`config.mk`:
```
export PLATFORM = sky130hd
export DESIGN_NAME = memory_stage
export DESIGN_NICKNAME = d
export VERILOG_FILES = /design/src/rtl/memory_stage.sv
export SDC_FILE = /design/constraint.sdc
export NUM_CORES = 1
export LEC_CHECK = 0
export ABC_CLOCK_PERIOD_IN_PS = 2100
export CAP_MARGIN = 20
export CELL_PAD_IN_SITES_DETAIL_PLACEMENT = 2
export CELL_PAD_IN_SITES_GLOBAL_PLACEMENT = 2
export CORE_MARGIN = 2
export CORE_UTILIZATION = 24
export DETAILED_ROUTE_END_ITERATION = 8
export HOLD_SLACK_MARGIN = 0.05
export PLACE_DENSITY_LB_ADDON = 0.1
export RECOVER_POWER = 50
export SKIP_LAST_GASP = 1
export SLEW_MARGIN = 10
export SYNTH_ARGS = -nofsm -noshare
export SYNTH_HDL_FRONTEND = slang
export SYNTH_SLANG_ARGS = --single-unit
```
`constraint.sdc`:
```
create_clock -name clk -period 2.1 [get_ports clk]
set_clock_uncertainty 0.1 [all_clocks]
set_input_delay 0.315 -clock clk [delete_from_list [all_inputs] [get_ports clk]]
set_output_delay 0.315 -clock clk [all_outputs]
set_load 0.01 [all_outputs]
```
`src/rtl/memory_stage.sv`:
```
// memory_stage: SPARC-V8 memory stage sitting between execute and writeback.
// Accepts one execute record at a time, runs at most one load/store on the
// req/resp data port, and emits a single registered writeback record per
// instruction. Non-memory ops and misaligned accesses complete in one cycle
// without leaving IDLE, so they run at full throughput.
module memory_stage #(
  parameter int DATA_WIDTH = 32,
  parameter int REG_BITS   = 5
) (
  input  logic                  clk,
  input  logic                  reset,
  input  logic                  ex_ready,
  input  logic [DATA_WIDTH-1:0] MEM_alures_in,
  input  logic [DATA_WIDTH-1:0] MEM_valD_in,
  input  logic [1:0]            MEM_op_in,
  input  logic [2:0]            MEM_op2_in,
  input  logic [5:0]            MEM_op3_in,
  input  logic [REG_BITS-1:0]   MEM_regD_in,
  output logic                  mem_ready,
  output logic                  dreq_valid,
  input  logic                  dreq_ready,
  output logic [DATA_WIDTH-1:0] dreq_addr,
  output logic                  dreq_we,
  output logic [DATA_WIDTH-1:0] dreq_wdata,
  output logic [3:0]            dreq_be,
  input  logic                  dresp_valid,
  input  logic [DATA_WIDTH-1:0] dresp_rdata,
  output logic                  WB_valid_out,
  output logic                  WB_wen_out,
  output logic [REG_BITS-1:0]   WB_regD_out,
  output logic [DATA_WIDTH-1:0] WB_val_out,
  output logic                  mem_trap_out
);

  typedef enum logic [1:0] {
    IDLE,
    REQ,
    WAIT
  } state_t;

  typedef enum logic [1:0] {
    SZ_BYTE,
    SZ_HALF,
    SZ_WORD
  } mem_size_t;

  state_t state;

  // Decoded view of the incoming execute record
  logic            is_load;
  logic            is_store;
  logic            is_signed;
  mem_size_t       acc_size;
  logic            misaligned;
  logic            nonmem_wen;
  logic [3:0]            be_next;
  logic [DATA_WIDTH-1:0] wdata_next;

  // Fields of the outstanding transaction needed to format the load result
  logic [REG_BITS-1:0] cap_rd;
  mem_size_t           cap_size;
  logic                cap_signed;
  logic [1:0]          cap_lo;

  // Load result after lane selection and extension
  logic [7:0]            byte_lane;
  logic [15:0]           half_lane;
  logic [DATA_WIDTH-1:0] load_val;

  // The stage only takes a new record in IDLE; the bus request is live only in REQ
  assign mem_ready  = (state == IDLE);
  assign dreq_valid = (state == REQ);

  // Decode op/op3 into load/store class, access size and signedness
  always_comb begin
    is_load   = 1'b0;
    is_store  = 1'b0;
    is_signed = 1'b0;
    acc_size  = SZ_WORD;
    if (MEM_op_in == 2'b11) begin
      case (MEM_op3_in)
        6'b000000: begin is_load  = 1'b1; acc_size = SZ_WORD; end
        6'b000001: begin is_load  = 1'b1; acc_size = SZ_BYTE; end
        6'b000010: begin is_load  = 1'b1; acc_size = SZ_HALF; end
        6'b001001: begin is_load  = 1'b1; acc_size = SZ_BYTE; is_signed = 1'b1; end
        6'b001010: begin is_load  = 1'b1; acc_size = SZ_HALF; is_signed = 1'b1; end
        6'b000100: begin is_store = 1'b1; acc_size = SZ_WORD; end
        6'b000101: begin is_store = 1'b1; acc_size = SZ_BYTE; end
        6'b000110: begin is_store = 1'b1; acc_size = SZ_HALF; end
        default:   begin is_load  = 1'b0; end
      endcase
    end
  end

  // Alignment check, big-endian byte enables and lane-replicated store data
  always_comb begin
    misaligned = 1'b0;
    be_next    = 4'b1111;
    wdata_next = MEM_valD_in;
    case (acc_size)
      SZ_BYTE: begin
        be_next    = 4'b1000 >> MEM_alures_in[1:0];
        wdata_next = {4{MEM_valD_in[7:0]}};
      end
      SZ_HALF: begin
        misaligned = MEM_alures_in[0];
        be_next    = MEM_alures_in[1] ? 4'b0011 : 4'b1100;
        wdata_next = {2{MEM_valD_in[15:0]}};
      end
      default: begin
        misaligned = (MEM_alures_in[1:0] != 2'b00);
        be_next    = 4'b1111;
        wdata_next = MEM_valD_in;
      end
    endcase
  end

  // Register-file write enable for non-memory ops: arithmetic (op=10) or SETHI (op=00, op2=100)
  always_comb begin
    nonmem_wen = ((MEM_op_in == 2'b10) ||
                  ((MEM_op_in == 2'b00) && (MEM_op2_in == 3'b100))) &&
                 (MEM_regD_in != '0);
  end

  // Pick the addressed lane of the big-endian read word and extend it
  always_comb begin
    case (cap_lo)
      2'd0:    byte_lane = dresp_rdata[31:24];
      2'd1:    byte_lane = dresp_rdata[23:16];
      2'd2:    byte_lane = dresp_rdata[15:8];
      default: byte_lane = dresp_rdata[7:0];
    endcase
    half_lane = cap_lo[1] ? dresp_rdata[15:0] : dresp_rdata[31:16];
    case (cap_size)
      SZ_BYTE: load_val = cap_signed ? {{(DATA_WIDTH-8){byte_lane[7]}}, byte_lane}
                                     : {{(DATA_WIDTH-8){1'b0}}, byte_lane};
      SZ_HALF: load_val = cap_signed ? {{(DATA_WIDTH-16){half_lane[15]}}, half_lane}
                                     : {{(DATA_WIDTH-16){1'b0}}, half_lane};
      default: load_val = dresp_rdata;
    endcase
  end

  // Control FSM: accept in IDLE, hold the request in REQ, wait for the response in WAIT
  always_ff @(posedge clk) begin
    if (reset) begin
      state        <= IDLE;
      dreq_addr    <= '0;
      dreq_we      <= 1'b0;
      dreq_wdata   <= '0;
      dreq_be      <= 4'b0000;
      WB_valid_out <= 1'b0;
      WB_wen_out   <= 1'b0;
      WB_regD_out  <= '0;
      WB_val_out   <= '0;
      mem_trap_out <= 1'b0;
      cap_rd       <= '0;
      cap_size     <= SZ_WORD;
      cap_signed   <= 1'b0;
      cap_lo       <= 2'b00;
    end else begin
      WB_valid_out <= 1'b0;
      mem_trap_out <= 1'b0;
      case (state)
        IDLE: begin
          if (ex_ready) begin
            if (!(is_load || is_store)) begin
              WB_valid_out <= 1'b1;
              WB_wen_out   <= nonmem_wen;
              WB_regD_out  <= MEM_regD_in;
              WB_val_out   <= MEM_alures_in;
            end else if (misaligned) begin
              WB_valid_out <= 1'b1;
              WB_wen_out   <= 1'b0;
              WB_regD_out  <= MEM_regD_in;
              WB_val_out   <= MEM_alures_in;
              mem_trap_out <= 1'b1;
            end else begin
              state      <= REQ;
              dreq_addr  <= {MEM_alures_in[DATA_WIDTH-1:2], 2'b00};
              dreq_we    <= is_store;
              dreq_wdata <= wdata_next;
              dreq_be    <= be_next;
              cap_rd     <= MEM_regD_in;
              cap_size   <= acc_size;
              cap_signed <= is_signed;
              cap_lo     <= MEM_alures_in[1:0];
            end
          end
        end
        REQ: begin
          if (dreq_ready) begin
            state <= WAIT;
          end
        end
        WAIT: begin
          if (dresp_valid) begin
            state        <= IDLE;
            WB_valid_out <= 1'b1;
            WB_regD_out  <= cap_rd;
            if (dreq_we) begin
              WB_wen_out <= 1'b0;
              WB_val_out <= dreq_wdata;
            end else begin
              WB_wen_out <= (cap_rd != '0);
              WB_val_out <= load_val;
            end
          end
        end
        default: begin
          state <= IDLE;
        end
      endcase
    end
  end

endmodule
```
==> results.py <==
metrics = {
    "status": {
        "outcome": "finished clean",
    },
    "pwr": {
        "irDropWorstVdd_v": 0.0003606,
        "power_w": 0.006274,
        "powerDensity_nw_per_um2": 597.2,
        "p_int_w": 0.004737,
        "clkPwrFrac_pct": 49.7,
        "sw_frac_of_total_pct": 24.50,
        "leakagePower_nw": 4.076,
        "seqPwrFrac_pct": 37.3,
        "p_switching_w": 0.001537,
        "p_comb_share_pct": 13.0,
    },
    "yosys": {
        "synth_seq_cells": 119,
        "syn_avg_cell_area_um2": 8.156,
        "synth.top_cells.by_count": "119 x dfxtp_1, 113 x nand2_1, 74 x a21oi_1, 47 x clkbuf_1, 44 x nor2_1",
        "synth_flop_cell": "dfxtp_1",
        "yosys_warnings": 0,
        "async_reset_ff_share_pct": 0,
        "yosysTopAreaCellShare_pct": 40.40,
        "synth.distinct_cells": 48,
        "yosysTopAreaCell": "dfxtp_1",
        "ys_seq_area_share_pct": 40.40,
        "synthCells": 723,
        "synth-edff-count": 0,
        "yosysMostFrequentCell": "dfxtp_1",
        "synth_area_leaders": "dfxtp_1 40%, nand2_1 7.2%, a21oi_1 6.3%",
        "syn_area_um2": 5897,
    },
    "setup_path": {
        "setup.worst_path.class": "flip-flop to flip-flop",
        "start_kind": "flip-flop",
        "required_ns": 2.37,
        "worstPathArrival_ns": 2.36,
        "cp_max_fo": 6,
        "cp-end-kind": "flip-flop",
    },
    "grt": {
        "grt_max_degree": 106,
        "grt_pass1_wl_um": 48490,
        "grt_usage_pct": 24.83,
        "antenna_found_initial": 2,
        "grt_pass1_vias": 7714,
        "gr-total-overflow": 0,
    },
    "finish": {
        "multiInputGateArea_um2": 3493,
        "utilization_pct": 43.32,
        "syn_to_final_growth_pct": 78.15,
        "fillers": 2622,
        "fin_area_um2": 10510,
        "drive_gt1_share_pct": 21.43,
        "regArea_um2": 2391,
        "fin_nets": 1128,
    },
    "place": {
        "placed_area_um2": 9019,
        "io_buffers": 225,
        "dpl.hpwl_um": 23260,
        "place.gp.congestion": 0.8427,
        "dp_slack_ns": -0.7005,
    },
    "floorplanning": {
        "die_area_um2": 25840,
        "chipHeight_um": 160.8,
        "boundaryPins": 228,
        "die_w_um": 160.8,
        "start_util_pct": 24.32,
        "rows": 57,
        "fp.coreArea_um2": 24250,
    },
    "min_path": {
        "hold_class": "primary input to flip-flop",
    },
    "route": {
        "vias": 7225,
        "top_layer": "met4",
        "drtIter0Drc": 439,
        "drt-wirelength-per-cell_um": 25.51,
        "vias_per_cell": 5.360,
        "wl_met2_um": 16760,
        "wl_met1_um": 15350,
        "wl_met3_um": 1678,
        "routed_wl_um": 34380,
        "antenna_left": 0,
        "drc": 0,
        "drt_pass1_iterations": 6,
    },
    "clocking": {
        "insertion_delay_ns": 0.42,
        "cts_made_buffers": 17,
        "numClockSinks": 119,
        "cts_tree": "built",
        "clk_path_buf_depth": 2,
        "clk_pin_slew_ns": 0.05,
        "htree_levels": 4,
        "clock-root-buffer": "clkbuf_16",
    },
    "sta": {
        "setup_slack_ns": 0.008363,
        "finalMaxSlewViolations": 0,
        "min_period_ns": 2.092,
        "hold_violations": 0,
        "setup_viol": 0,
        "tightest_slew_ns": 0.8126,
        "rsz0062_at_grt": "yes",
        "fin_crit_sh_pct": 99.60,
        "slew_headroom_pct": 45.25,
        "fmax_ghz": 0.4781,
        "fin_setup_tns_ns": 0,
    },
    "run": {
        "maxCapViolCount": 0,
    },
}
-- logic make-up (layout without fill, tap and decap cells) --
family                 Yosys count  after routing  share of synthesized area, %
AO/OA/AOI/OAI                  262            263                         31.00
multiplexers                    17             17                         2.886
other                            1              4                       0.06359
AND/OR/NAND/NOR                243            243                         19.78
buffers and inverters           81            378                         5.877
flip-flops                     119            119                         40.40
-- path summary, 6_finish.rpt --
check / slack, ns / startpoint / to / depth (start not counted)
worst min-delay path: 0.29 / reset / dreq_addr[16]$_SDFFE_PP0P_ / 3
worst max register to register: 0.008 / cap_lo[0]$_SDFFE_PP0P_ / WB_val_out[8]$_SDFFE_PP0P_ / 6
worst max-delay path: 0.008 / cap_lo[0]$_SDFFE_PP0P_ / WB_val_out[8]$_SDFFE_PP0P_ / 6
worst min register to register: 0.36 / dreq_addr[21]$_SDFFE_PP0P_ / dreq_addr[21]$_SDFFE_PP0P_ / 2
-- registers in the layout, summed over array words and instances (netlist names), 2 cells and up --
| name | flops |
|---|---|
| dreq_addr | 30 |
| cap_rd | 5 |
| WB_val_out | 32 |
| dreq_wdata | 32 |
| dreq_be | 4 |
| WB_regD_out | 5 |
| cap_lo | 2 |
| cap_size | 2 |
| state | 2 |
-- repair_timing --
item / 4_1_cts / 5_1_grt
hold buffers: 0 / 0
buffers inserted: 13 / 12
endpoints found under the setup margin: 103 / 112
gates cloned: 8 / 6
gates resized for setup: 53 / 50
pin swaps: 13 / 14
-- cells in the final DEF, fill, tap and decap left out, types with 4 or more instances in the layout --
cell             count
dfxtp_1            116
clkdlybuf4s50_1    114
nand2_1            110
dlygate4sd3_1      100
buf_4               80
a21oi_1             68
nor2_1              42
o211ai_1            34
o21ai_0             30
nand3b_1            27
clkbuf_16           22
a211oi_1            19
buf_12              17
mux2i_1             15
o41ai_1             14
a311oi_1            14
a211oi_2            13
a31o_2              12
buf_6               12
nor3_1              11
nor2b_1             10
a22o_1               8
a22oi_1              8
nor4_1               7
o31ai_1              7
dlygate4sd2_1        7
a222oi_1             6
inv_1                5
a21oi_2              5
a2111oi_1            5
nor4_2               5
clkbuf_8             5
buf_16               4
-- metrics by stage --
| stage | cells | hold slack [ns] |
|---|---|---|
| global route | 1346 | 0.3524 |
| detailed placement | 1281 | 0.3536 |
| global placement | 1281 | 0.3390 |
| CTS | 1332 | 0.3623 |
| finish | 1348 | 0.2940 |
| floorplan | 724 | 0.3438 |
-- layer usage --
| metal | GRT usage [%] | vias to the layer above |
|---|---|---|
| met5 | 0 | - |
| met4 | 6.088 | 0 |
| met3 | 5.449 | 41 |
| met2 | 42.24 | 240 |
| met1 | 32.06 | 3665 |
| li1 | - | 3279 |
-- power groups by stage --
stage / combinational [W] / clock, W / sequential [W]
finish: 0.000817 / 0.00312 / 0.00234
global route: 0.000860 / 0.00327 / 0.00235
CTS: 0.000805 / 0.00315 / 0.00235
detailed placement: 0.000779 / 0 / 0.00239
global placement: 0.000762 / 0 / 0.00239
floorplan: 0.000214 / 0 / 0.00241
-- critical path: stages, from the launching register on --
cell and delay [ns]:
dfxtp_1 0.35, or3_1 0.40, o32ai_1 0.25, a21boi_2 0.18, buf_4 0.20, a2111oi_1 0.41, a31o_2 0.16
-- cell type report --
type / count / area share, %
Timing Repair Buffer: 343 / 34.05
Multi-Input combinational cell: 525 / 33.25
Sequential cell: 119 / 22.76
Clock buffer: 22 / 4.705
Tap cell: 324 / 3.859
Clock inverter: 8 / 1.143
Inverter: 5 / 0.1787
Antenna cell: 2 / 0.04764
Note: power is estimated with default switching activity, not from simulation.
